File: src/rtl/rv32_pkg.sv
// Shared RV32 definitions for the branch redirect controller.
// Holds the XLEN width, control-flow opcodes, the redirect FSM state type
// and the width of the squash down-counter.
package rv32_pkg;

    localparam int unsigned XLEN  = 32;
    localparam int unsigned CNT_W = 3;

    localparam logic [6:0] OPC_BRANCH = 7'b1100011;
    localparam logic [6:0] OPC_JAL    = 7'b1101111;
    localparam logic [6:0] OPC_JALR   = 7'b1100111;

    typedef enum logic [1:0] {
        ST_RUN      = 2'd0,
        ST_REDIRECT = 2'd1,
        ST_SQUASH   = 2'd2
    } brc_state_e;

endpackage

File: src/rtl/perf_counter.sv
// Free-running performance counter with synchronous reset and wrap-around.
// Ports:
//   clk     - clock
//   rst     - synchronous active-high reset, clears the count
//   i_inc   - increment enable for this cycle
//   o_count - current count (registered)
module perf_counter
    import rv32_pkg::*;
#(
    parameter int unsigned WIDTH = XLEN
) (
    input  logic             clk,
    input  logic             rst,
    input  logic             i_inc,
    output logic [WIDTH-1:0] o_count
);

    logic [WIDTH-1:0] r_count;

    // Natural modulo-2^WIDTH wrap from all-ones back to zero.
    always_ff @(posedge clk) begin
        if (rst) begin
            r_count <= '0;
        end else if (i_inc) begin
            r_count <= r_count + WIDTH'(1);
        end
    end

    assign o_count = r_count;

endmodule

File: src/rtl/branch_redirect_ctrl.sv
// EX-stage branch/jump redirect controller.
// Samples control-flow events in EX, computes the target, redirects fetch
// and squashes IF/ID and ID/EX for FLUSH_CYCLES stall-free cycles.
// Ports:
//   clk, rst                    - clock, synchronous active-high reset
//   ex_valid/ex_is_branch/ex_taken/ex_is_jump - EX instruction description
//   ex_pc, ex_deviation         - branch base PC and signed byte offset
//   ex_jump_target              - JAL/JALR target before bit-0 clear
//   stall_in                    - pipeline stall, EX does not advance
//   redirect_valid, redirect_pc - fetch redirect request and address
//   flush_ifid, flush_idex      - squash pipeline registers
//   misalign_err                - one-cycle pulse for a misaligned target
//   branch_count, taken_count   - performance counters
module branch_redirect_ctrl
    import rv32_pkg::*;
#(
    parameter int unsigned FLUSH_CYCLES = 2
) (
    input  logic            clk,
    input  logic            rst,
    input  logic            ex_valid,
    input  logic            ex_is_branch,
    input  logic            ex_taken,
    input  logic            ex_is_jump,
    input  logic [XLEN-1:0] ex_pc,
    input  logic [XLEN-1:0] ex_deviation,
    input  logic [XLEN-1:0] ex_jump_target,
    input  logic            stall_in,
    output logic            redirect_valid,
    output logic [XLEN-1:0] redirect_pc,
    output logic            flush_ifid,
    output logic            flush_idex,
    output logic            misalign_err,
    output logic [XLEN-1:0] branch_count,
    output logic [XLEN-1:0] taken_count
);

    // Squash cycles that follow the single REDIRECT cycle, minus one.
    localparam logic [CNT_W-1:0] CNT_LOAD =
        (FLUSH_CYCLES > 1) ? CNT_W'(FLUSH_CYCLES - 2) : CNT_W'(0);
    localparam bit SINGLE_FLUSH = (FLUSH_CYCLES <= 1);

    brc_state_e      r_state;
    brc_state_e      w_state_nxt;
    logic [CNT_W-1:0] r_cnt;
    logic [CNT_W-1:0] w_cnt_nxt;

    logic            r_redirect_valid;
    logic            r_flush;
    logic            r_misalign;
    logic [XLEN-1:0] r_redirect_pc;

    logic            w_redirect_valid_nxt;
    logic            w_flush_nxt;
    logic            w_misalign_nxt;
    logic [XLEN-1:0] w_redirect_pc_nxt;

    logic            w_sample;
    logic            w_is_jump;
    logic            w_is_branch;
    logic            w_taken_inc;
    logic            w_ctl;
    logic [XLEN-1:0] w_target;

    // Event qualification: only live, advancing EX instructions while in RUN.
    assign w_sample    = (r_state == ST_RUN) && ex_valid && !stall_in;
    assign w_is_jump   = w_sample && ex_is_jump;
    assign w_is_branch = w_sample && ex_is_branch && !ex_is_jump;
    assign w_taken_inc = w_is_branch && ex_taken;
    assign w_ctl       = w_is_jump || w_taken_inc;

    // Jump target has bit 0 cleared; branch target wraps modulo 2^XLEN.
    assign w_target = ex_is_jump ? (ex_jump_target & ~XLEN'(1))
                                 : (ex_pc + ex_deviation);

    // Next-state and next-output logic.
    always_comb begin
        w_state_nxt       = r_state;
        w_cnt_nxt         = r_cnt;
        w_redirect_pc_nxt = r_redirect_pc;
        w_misalign_nxt    = 1'b0;

        case (r_state)
            ST_RUN: begin
                if (w_ctl) begin
                    w_redirect_pc_nxt = w_target;
                    if (w_target[1]) begin
                        w_misalign_nxt = 1'b1;
                    end else begin
                        w_state_nxt = ST_REDIRECT;
                    end
                end
            end
            ST_REDIRECT: begin
                if (!stall_in) begin
                    if (SINGLE_FLUSH) begin
                        w_state_nxt = ST_RUN;
                    end else begin
                        w_state_nxt = ST_SQUASH;
                        w_cnt_nxt   = CNT_LOAD;
                    end
                end
            end
            ST_SQUASH: begin
                if (!stall_in) begin
                    if (r_cnt == '0) begin
                        w_state_nxt = ST_RUN;
                    end else begin
                        w_cnt_nxt = r_cnt - CNT_W'(1);
                    end
                end
            end
            default: begin
                w_state_nxt = ST_RUN;
                w_cnt_nxt   = '0;
            end
        endcase

        // Outputs are registered images of the state being entered.
        w_redirect_valid_nxt = (w_state_nxt == ST_REDIRECT);
        w_flush_nxt          = (w_state_nxt != ST_RUN);
    end

    // State and output registers.
    always_ff @(posedge clk) begin
        if (rst) begin
            r_state          <= ST_RUN;
            r_cnt            <= '0;
            r_redirect_valid <= 1'b0;
            r_flush          <= 1'b0;
            r_misalign       <= 1'b0;
            r_redirect_pc    <= '0;
        end else begin
            r_state          <= w_state_nxt;
            r_cnt            <= w_cnt_nxt;
            r_redirect_valid <= w_redirect_valid_nxt;
            r_flush          <= w_flush_nxt;
            r_misalign       <= w_misalign_nxt;
            r_redirect_pc    <= w_redirect_pc_nxt;
        end
    end

    perf_counter #(.WIDTH(XLEN)) u_branch_cnt (
        .clk     (clk),
        .rst     (rst),
        .i_inc   (w_is_branch),
        .o_count (branch_count)
    );

    perf_counter #(.WIDTH(XLEN)) u_taken_cnt (
        .clk     (clk),
        .rst     (rst),
        .i_inc   (w_taken_inc),
        .o_count (taken_count)
    );

    assign redirect_valid = r_redirect_valid;
    assign redirect_pc    = r_redirect_pc;
    assign flush_ifid     = r_flush;
    assign flush_idex     = r_flush;
    assign misalign_err   = r_misalign;

endmodule

File: config.mk
export PLATFORM = sky130hd
export DESIGN_NAME = branch_redirect_ctrl
export DESIGN_NICKNAME = d
export VERILOG_FILES = /design/src/rtl/rv32_pkg.sv /design/src/rtl/perf_counter.sv /design/src/rtl/branch_redirect_ctrl.sv
export SDC_FILE = /design/constraint.sdc
export NUM_CORES = 1
export LEC_CHECK = 0
export BUFFER_PORTS_ARGS = -buffer_cell sky130_fd_sc_hd__buf_2
export CORE_ASPECT_RATIO = 0.5
export CORE_MARGIN = 4
export CORE_UTILIZATION = 52
export CTS_CLUSTER_DIAMETER = 80
export DETAILED_ROUTE_END_ITERATION = 6
export PLACE_DENSITY = 0.81
export SLEW_MARGIN = 25
export SYNTH_ARGS = -nofsm -noshare
export SYNTH_HDL_FRONTEND = slang
export SYNTH_SLANG_ARGS = --single-unit
File: constraint.sdc
create_clock -name clk -period 3.2 [get_ports clk]
set_input_delay 0.32 -clock clk [delete_from_list [all_inputs] [get_ports clk]]
set_output_delay 0.32 -clock clk [all_outputs]
set_load 0.01 [all_outputs]
==> results of run 1 <==
how the worst min path moves through the flow:
stage,end,start,cells past startpoint,slack (ns)
floorplan,redirect_pc[0],redirect_pc[0],2,0.48
global placement,redirect_pc[0],redirect_pc[0],2,0.44
detailed placement,redirect_pc[18],redirect_pc[18],2,0.47
CTS,redirect_pc[7],ex_jump_target[7],3,0.23
global route,redirect_pc[7],ex_jump_target[7],3,0.25
finish,redirect_pc[21],ex_jump_target[21],3,0.24
layer usage:
metal | routed length [um] | vias to the layer above
met5 | 0 | -
met4 | 379 | 0
met3 | 1340 | 35
met2 | 8460 | 268
met1 | 7890 | 3110
li1 | - | 3234
cells in the final DEF (no fill, tap or decap), types with 3 or more instances in the layout:
master | synthesis | final
buf_2 | 3 | 201
nor2_1 | 106 | 106
dfxtp_1 | 104 | 104
nand2_1 | 74 | 74
a21oi_1 | 59 | 59
o21ai_0 | 49 | 49
xor2_1 | 42 | 42
ha_1 | 35 | 35
xnor2_1 | 32 | 32
nand3_1 | 31 | 31
nand4_1 | 25 | 25
inv_1 | 23 | 23
nor3_1 | 21 | 21
or3_1 | 16 | 16
and3_1 | 15 | 15
a21o_1 | 13 | 13
buf_4 | 1 | 12
a211oi_1 | 9 | 9
clkbuf_16 | 0 | 9
and4_1 | 8 | 8
or2_2 | 6 | 6
o211ai_1 | 6 | 6
a221oi_1 | 6 | 6
a31oi_1 | 6 | 6
nor2b_1 | 5 | 5
and2_1 | 5 | 5
o21bai_1 | 5 | 5
o31ai_1 | 5 | 5
mux2i_1 | 4 | 4
nand2b_1 | 4 | 4
o2111ai_1 | 4 | 4
o21a_1 | 3 | 3
o22ai_1 | 3 | 3
inv_8 | 0 | 3
layout make-up:
cell class,count,share of cell area (%)
multi-input cells,637,51.6
clock buffers,10,2.95
repair buffers,213,14.1
well taps,165,2.66
inverters,24,1.16
flip-flops and latches,104,26.8
clock inverters,6,0.773
where the power goes:
part / switching [mW] / internal, mW / total [mW]
clock: 0.541 / 0.553 / 1.09
combinational: 0.363 / 0.257 / 0.620
sequential: 0.0167 / 1.32 / 1.34
stage by stage:
step / hold slack, ns / setup slack [ns] / total power [mW]
after floorplan: 0.476 / 0.525 / 1.77
after global placement: 0.445 / 0.234 / 1.96
after detailed placement: 0.467 / 0.202 / 1.97
after CTS: 0.235 / 0.538 / 3.06
after global routing: 0.255 / 0.339 / 3.18
final: 0.243 / 0.467 / 3.05
tightest hold or removal path, delay by kind of cell:
kind                   cells  cell delay, ns
AO/OA/AOI/OAI              1            0.07
buffers and inverters      1            0.10
AND/OR/NAND/NOR            1            0.05
state kept, by name (all words and copies together), names as in the netlist:
register and count:
flush_idex 1, misalign_err 1, r_cnt 3, r_state 2
redirect_pc 32, redirect_valid 1, u_branch_cnt.o_count 32, u_taken_cnt.o_count 32
cells by family (layout without fill, tap and decap cells):
| family | after synthesis | in the layout |
|---|---|---|
| muxes | 5 | 5 |
| DFF | 104 | 104 |
| AOI/OAI and AO/OA | 195 | 195 |
| xor gates and xnor gates | 74 | 74 |
| and+or+nand+nor | 327 | 327 |
| buffers and inverters | 63 | 253 |
| adders and majority gates | 36 | 36 |
==> results.py, run 1 <==
metrics = {
    "layout": {
        "syn_to_final_growth_pct": 22.8,
        "layout.cells.non_filler": 1159,
        "drive_gt1_share_pct": 24.8,
        "design_area_mm2": 0.00777,
        "register_area_mm2": 0.00208,
        "final_core_util_pct": 65.6,
        "nFillCells": 1080,
        "antenna_cells": 0,
        "final_nets": 1128,
        "multi_input_area_mm2": 0.00401,
    },
    "timing": {
        "rsz0062_at_grt": "no",
        "hold_violations": 0,
        "relSlewSlack_pct": 52.9,
        "fmax_mhz": 366,
        "period_needed_ns": 2.73,
        "setup_viol": 0,
        "slew_viol_final": 0,
        "worst_pin_slew_ns": 0.702,
        "fin_setup_tns_ns": 0,
        "period_share_pct": 85.4,
        "finClkSkew_ns": 0.00683,
    },
    "cts": {
        "cts_resized": 0,
        "clkTransAtPathRegs_ns": 0.08,
        "tritoncts": "done",
        "clk_latency_ns": 0.34,
        "clk_path_buf_depth": 2,
        "numCtsBuffers": 9,
        "clk_root_buffer_cell": "clkbuf_16",
        "htreeDepth": 3,
        "cts.sinks": 104,
        "post-cts-setup-buffers": 0,
        "ctsHoldBuffers": 0,
    },
    "synthesis": {
        "ys_seq_elements": 104,
        "async_flop_share_pct": 0,
        "ys.flop_type": "dfxtp_1",
        "synth_compound_area_share_pct": 19.9,
        "synth_top_area_cell": "dfxtp_1",
        "synth.top_cell.area_share_pct": 32.9,
        "syn-cell-area_mm2": 0.00633,
        "synth_mux_area_share_pct": 0.811,
        "synth_xor_area_share_pct": 10.2,
        "synth-simple-area-share_pct": 25.1,
        "synthCells": 804,
        "avgSynthCellArea_um2": 7.87,
        "ys_types": 68,
        "ys_warn_count": 0,
        "synth_nets": 943,
        "yosys-top-cells-area": "dfxtp_1 33%, ha_1 6.9%, nor2_1 6.3%",
        "synth.most_common_cell": "nor2_1",
        "synthAdderAreaFrac_pct": 7.24,
        "synth_common_cells": "106 x nor2_1, 104 x dfxtp_1, 74 x nand2_1",
        "synth_edf_count": 0,
        "yosysSeqAreaShare_pct": 32.9,
        "synth_top_family_by_area": "simple AND/OR/NAND/NOR gates",
    },
    "global_routing": {
        "use_met2_pct": 41.9,
        "grt_max_degree": 52,
        "grt.total_usage_pct": 25.1,
        "grt_busiest_layer": "met2",
        "grt_pass1_wl_mm": 29.2,
        "grt-ovfl-total": 0,
        "antenna_found_initial": 0,
        "global_route.usage.met1_pct": 33.7,
        "grt_pass1_vias": 6048,
        "grt_use_met3_pct": 4.08,
    },
    "detailed_routing": {
        "vias": 6647,
        "wl_mm": 18.1,
        "vias_per_cell": 5.74,
        "drt_first_iter_violations": 498,
        "dr.pass1.iters": 5,
        "drt-wirelength-per-cell_um": 15.6,
        "drtAntennaViolNets": 0,
        "drc_errors": 0,
    },
    "critical_path": {
        "cp_slowest_cell": "or4b_1",
        "slowest_delay_ns": 0.63,
        "crit_family": "compound AO/OA/AOI/OAI gates",
        "r2r_cells": 7,
        "cp.buffers_inverters": 1,
        "worstReg2RegEnd": "u_branch_cnt.o_count[15]",
        "crit_path_start": "ex_pc[15]",
        "crit_path_end": "redirect_pc[28]",
        "rrSetupSlack_ns": 0.52,
        "arrival_ns": 2.98,
        "crit_required_ns": 3.44,
        "end_kind": "flop",
        "cp_common_cell": "a21o_1",
        "r2r_start": "r_state[0]",
        "critPathLaunchType": "primary input",
        "worstSetupPathType": "in -> reg",
        "cp.depth": 9,
        "cp_cell_sequence": "buf_2 > ha_1 > a21o_1 > a21o_1 > a22o_1 > or4b_1 > o21ai_0 > mux2_2 > a221oi_1",
        "cp_max_fo": 6,
    },
    "pwr": {
        "leakagePower_nw": 3.44,
        "ir_worst_vdd_v": 0.000220,
        "power_density_mw_per_mm2": 393,
    },
    "die": {
        "core_area_mm2": 0.0118,
        "start_util_pct": 53.4,
        "io_pins": 203,
        "die_area_mm2": 0.0141,
        "die_h_um": 86,
        "rows": 28,
        "die_w_um": 164,
    },
    "place": {
        "place.gp.congestion": 0.934,
        "dp_cells": 1143,
        "dpl-instance-area_mm2": 0.00748,
        "numPortBuffers": 201,
        "dp_hpwl_mm": 13.9,
    },
    "run": {
        "max_cap_viol_count": 0,
    },
    "outcome": {
        "outcome": "completed",
    },
    "hold_path": {
        "hp-class": "in -> reg",
    },
}
Power figures use the tool's default switching activity.
==> inputs of run 2 (changes only) <==
- CORE_ASPECT_RATIO: 0.5 -> unset
==> results.py, run 2 (synthesized netlist as in run 1, its figures left out) <==
metrics = {
    "die": {
        "rows": 40,
        "io_pins": 203,
        "die_area_mm2": 0.0140,
        "core_area_mm2": 0.0120,
        "die_h_um": 118,
        "die_w_um": 118,
        "start_util_pct": 52.9,
    },
    "critical_path": {
        "r2r_cells": 7,
        "arrival_ns": 2.92,
        "critPathLaunchType": "primary input",
        "crit_required_ns": 3.46,
        "worstReg2RegEnd": "u_branch_cnt.o_count[26]",
        "crit_family": "compound AO/OA/AOI/OAI gates",
        "crit_path_start": "ex_pc[0]",
        "r2r_start": "r_state[0]",
        "crit_path_end": "redirect_pc[28]",
        "cp_max_fo": 6,
        "rrSetupSlack_ns": 0.67,
        "cp_slowest_cell": "or4b_1",
        "cp_cell_sequence": "buf_2 > ha_1 > inv_1 > fa_1 > nor2b_1 > o31a_1 > o221ai_1 > or4b_1 > o21ai_0 > mux2_2 > a221oi_1",
        "cp.depth": 11,
        "slowest_delay_ns": 0.63,
        "worstSetupPathType": "in -> reg",
        "end_kind": "flop",
        "cp.buffers_inverters": 2,
    },
    "timing": {
        "relSlewSlack_pct": 52.4,
        "fmax_mhz": 376,
        "worst_pin_slew_ns": 0.713,
        "hold_violations": 0,
        "slew_viol_final": 0,
        "fin_setup_tns_ns": 0,
        "finClkSkew_ns": 0.00890,
        "rsz0062_at_grt": "no",
        "setup_viol": 0,
        "setup_slack_ns": 0.537,
        "period_needed_ns": 2.66,
        "period_share_pct": 83.2,
    },
    "cts": {
        "cts_resized": 0,
        "clk_path_buf_depth": 2,
        "clk_root_buffer_cell": "clkbuf_16",
        "cts.sinks": 104,
        "numCtsBuffers": 9,
        "tritoncts": "done",
        "htreeDepth": 3,
        "ctsHoldBuffers": 0,
        "clkTransAtPathRegs_ns": 0.08,
        "post-cts-setup-buffers": 0,
        "clk_latency_ns": 0.35,
    },
    "detailed_routing": {
        "vias_per_cell": 5.63,
        "dr.pass1.iters": 5,
        "wl_mm": 17.6,
        "drt_first_iter_violations": 530,
        "drtAntennaViolNets": 0,
        "drt-wirelength-per-cell_um": 15.4,
        "drc_errors": 0,
        "vias": 6428,
    },
    "pwr": {
        "ir_worst_vdd_v": 0.000299,
        "power_density_mw_per_mm2": 398,
        "leakagePower_nw": 3.44,
    },
    "run": {
        "max_cap_viol_count": 0,
    },
    "global_routing": {
        "grt.total_usage_pct": 24.7,
        "grt_max_degree": 60,
        "grt-ovfl-total": 0,
        "grt_pass1_wl_mm": 29.0,
        "antenna_found_initial": 1,
        "grt_pass1_vias": 6033,
    },
    "outcome": {
        "outcome": "completed",
    },
    "place": {
        "numPortBuffers": 201,
        "dp_hpwl_mm": 13.1,
        "place.gp.congestion": 0.973,
        "dpl_worst_slack_ns": 0.186,
    },
    "hold_path": {
        "hp-class": "in -> reg",
    },
    "layout": {
        "drive_gt1_share_pct": 24.9,
        "final_common_cell": "buf_2",
        "final_cell_mix": "201 x buf_2, 106 x nor2_1, 104 x dfxtp_1, 74 x nand2_1, 59 x a21oi_1",
        "final_nets": 1127,
        "syn_to_final_growth_pct": 22.8,
    },
}
run 2: cell types whose count changed in the layout (fill, tap and decap cells not counted):
cell        previous run  this run
buf_12                 0         1
buf_4                 12        10
diode_2                0         1
clkbuf_1               1         0
inv_8                  3         1
clkinv_4               1         0
clkinv_2               0         1
clkinvlp_4             0         2
bufinv_16              0         1
run 2: worst min-delay path, stage by stage:
cell and delay, ns:
buf_2 0.09, nand2_1 0.05, a31oi_1 0.07
run 2: layer usage:
| metal | routed length [um] | track usage [%] |
|---|---|---|
| met2 | 8000 | 39.3 |
| met5 | 0 | 0 |
| met3 | 1170 | 4.59 |
| met4 | 505 | 9.89 |
| met1 | 7900 | 33.2 |
run 2: metrics by stage:
step / instance area (um^2) / power, mW / utilization (%) / hold WS, ns / cells
after global placement: 7470 / 1.96 / 62.4 / 0.438 / 1124
after detailed placement: 7470 / 1.97 / 62.4 / 0.442 / 1124
after CTS: 7770 / 3.11 / 65.0 / 0.217 / 1140
final: 7770 / 3.10 / 65.0 / 0.231 / 1141
after floorplan: 6330 / 1.77 / - / 0.476 / 804
after global routing: 7770 / 3.23 / 65.0 / 0.244 / 1141
run 2: layout make-up:
type / instances / area (um^2)
diodes: 1 / 2.50
clock buffers: 9 / 225
clock inverters: 7 / 78.8
fillers: 1063 / 4190
inverters: 24 / 90.1
multi-input cells: 637 / 4010
flip-flops and latches: 104 / 2080
well taps: 147 / 184
repair buffers: 212 / 1100
run 2: worst min path at each step:
| stage | from | endpoint | slack [ns] | cells after the start |
|---|---|---|---|---|
| 2_1_floorplan | redirect_pc[0] | redirect_pc[0] | 0.48 | 2 |
| 3_3_place_gp | redirect_pc[0] | redirect_pc[0] | 0.44 | 2 |
| 3_5_place_dp | redirect_pc[0] | redirect_pc[0] | 0.44 | 2 |
| 4_1_cts | ex_jump_target[7] | redirect_pc[7] | 0.22 | 3 |
| 5_1_grt | ex_jump_target[5] | redirect_pc[5] | 0.24 | 3 |
| 6_report | ex_jump_target[7] | redirect_pc[7] | 0.23 | 3 |
run 2: power breakdown:
| group | internal, mW | switching [mW] |
|---|---|---|
| Sequential | 1.32 | 0.0160 |
| Combinational | 0.257 | 0.355 |
| Clock | 0.617 | 0.529 |
| Total | 2.20 | 0.900 |
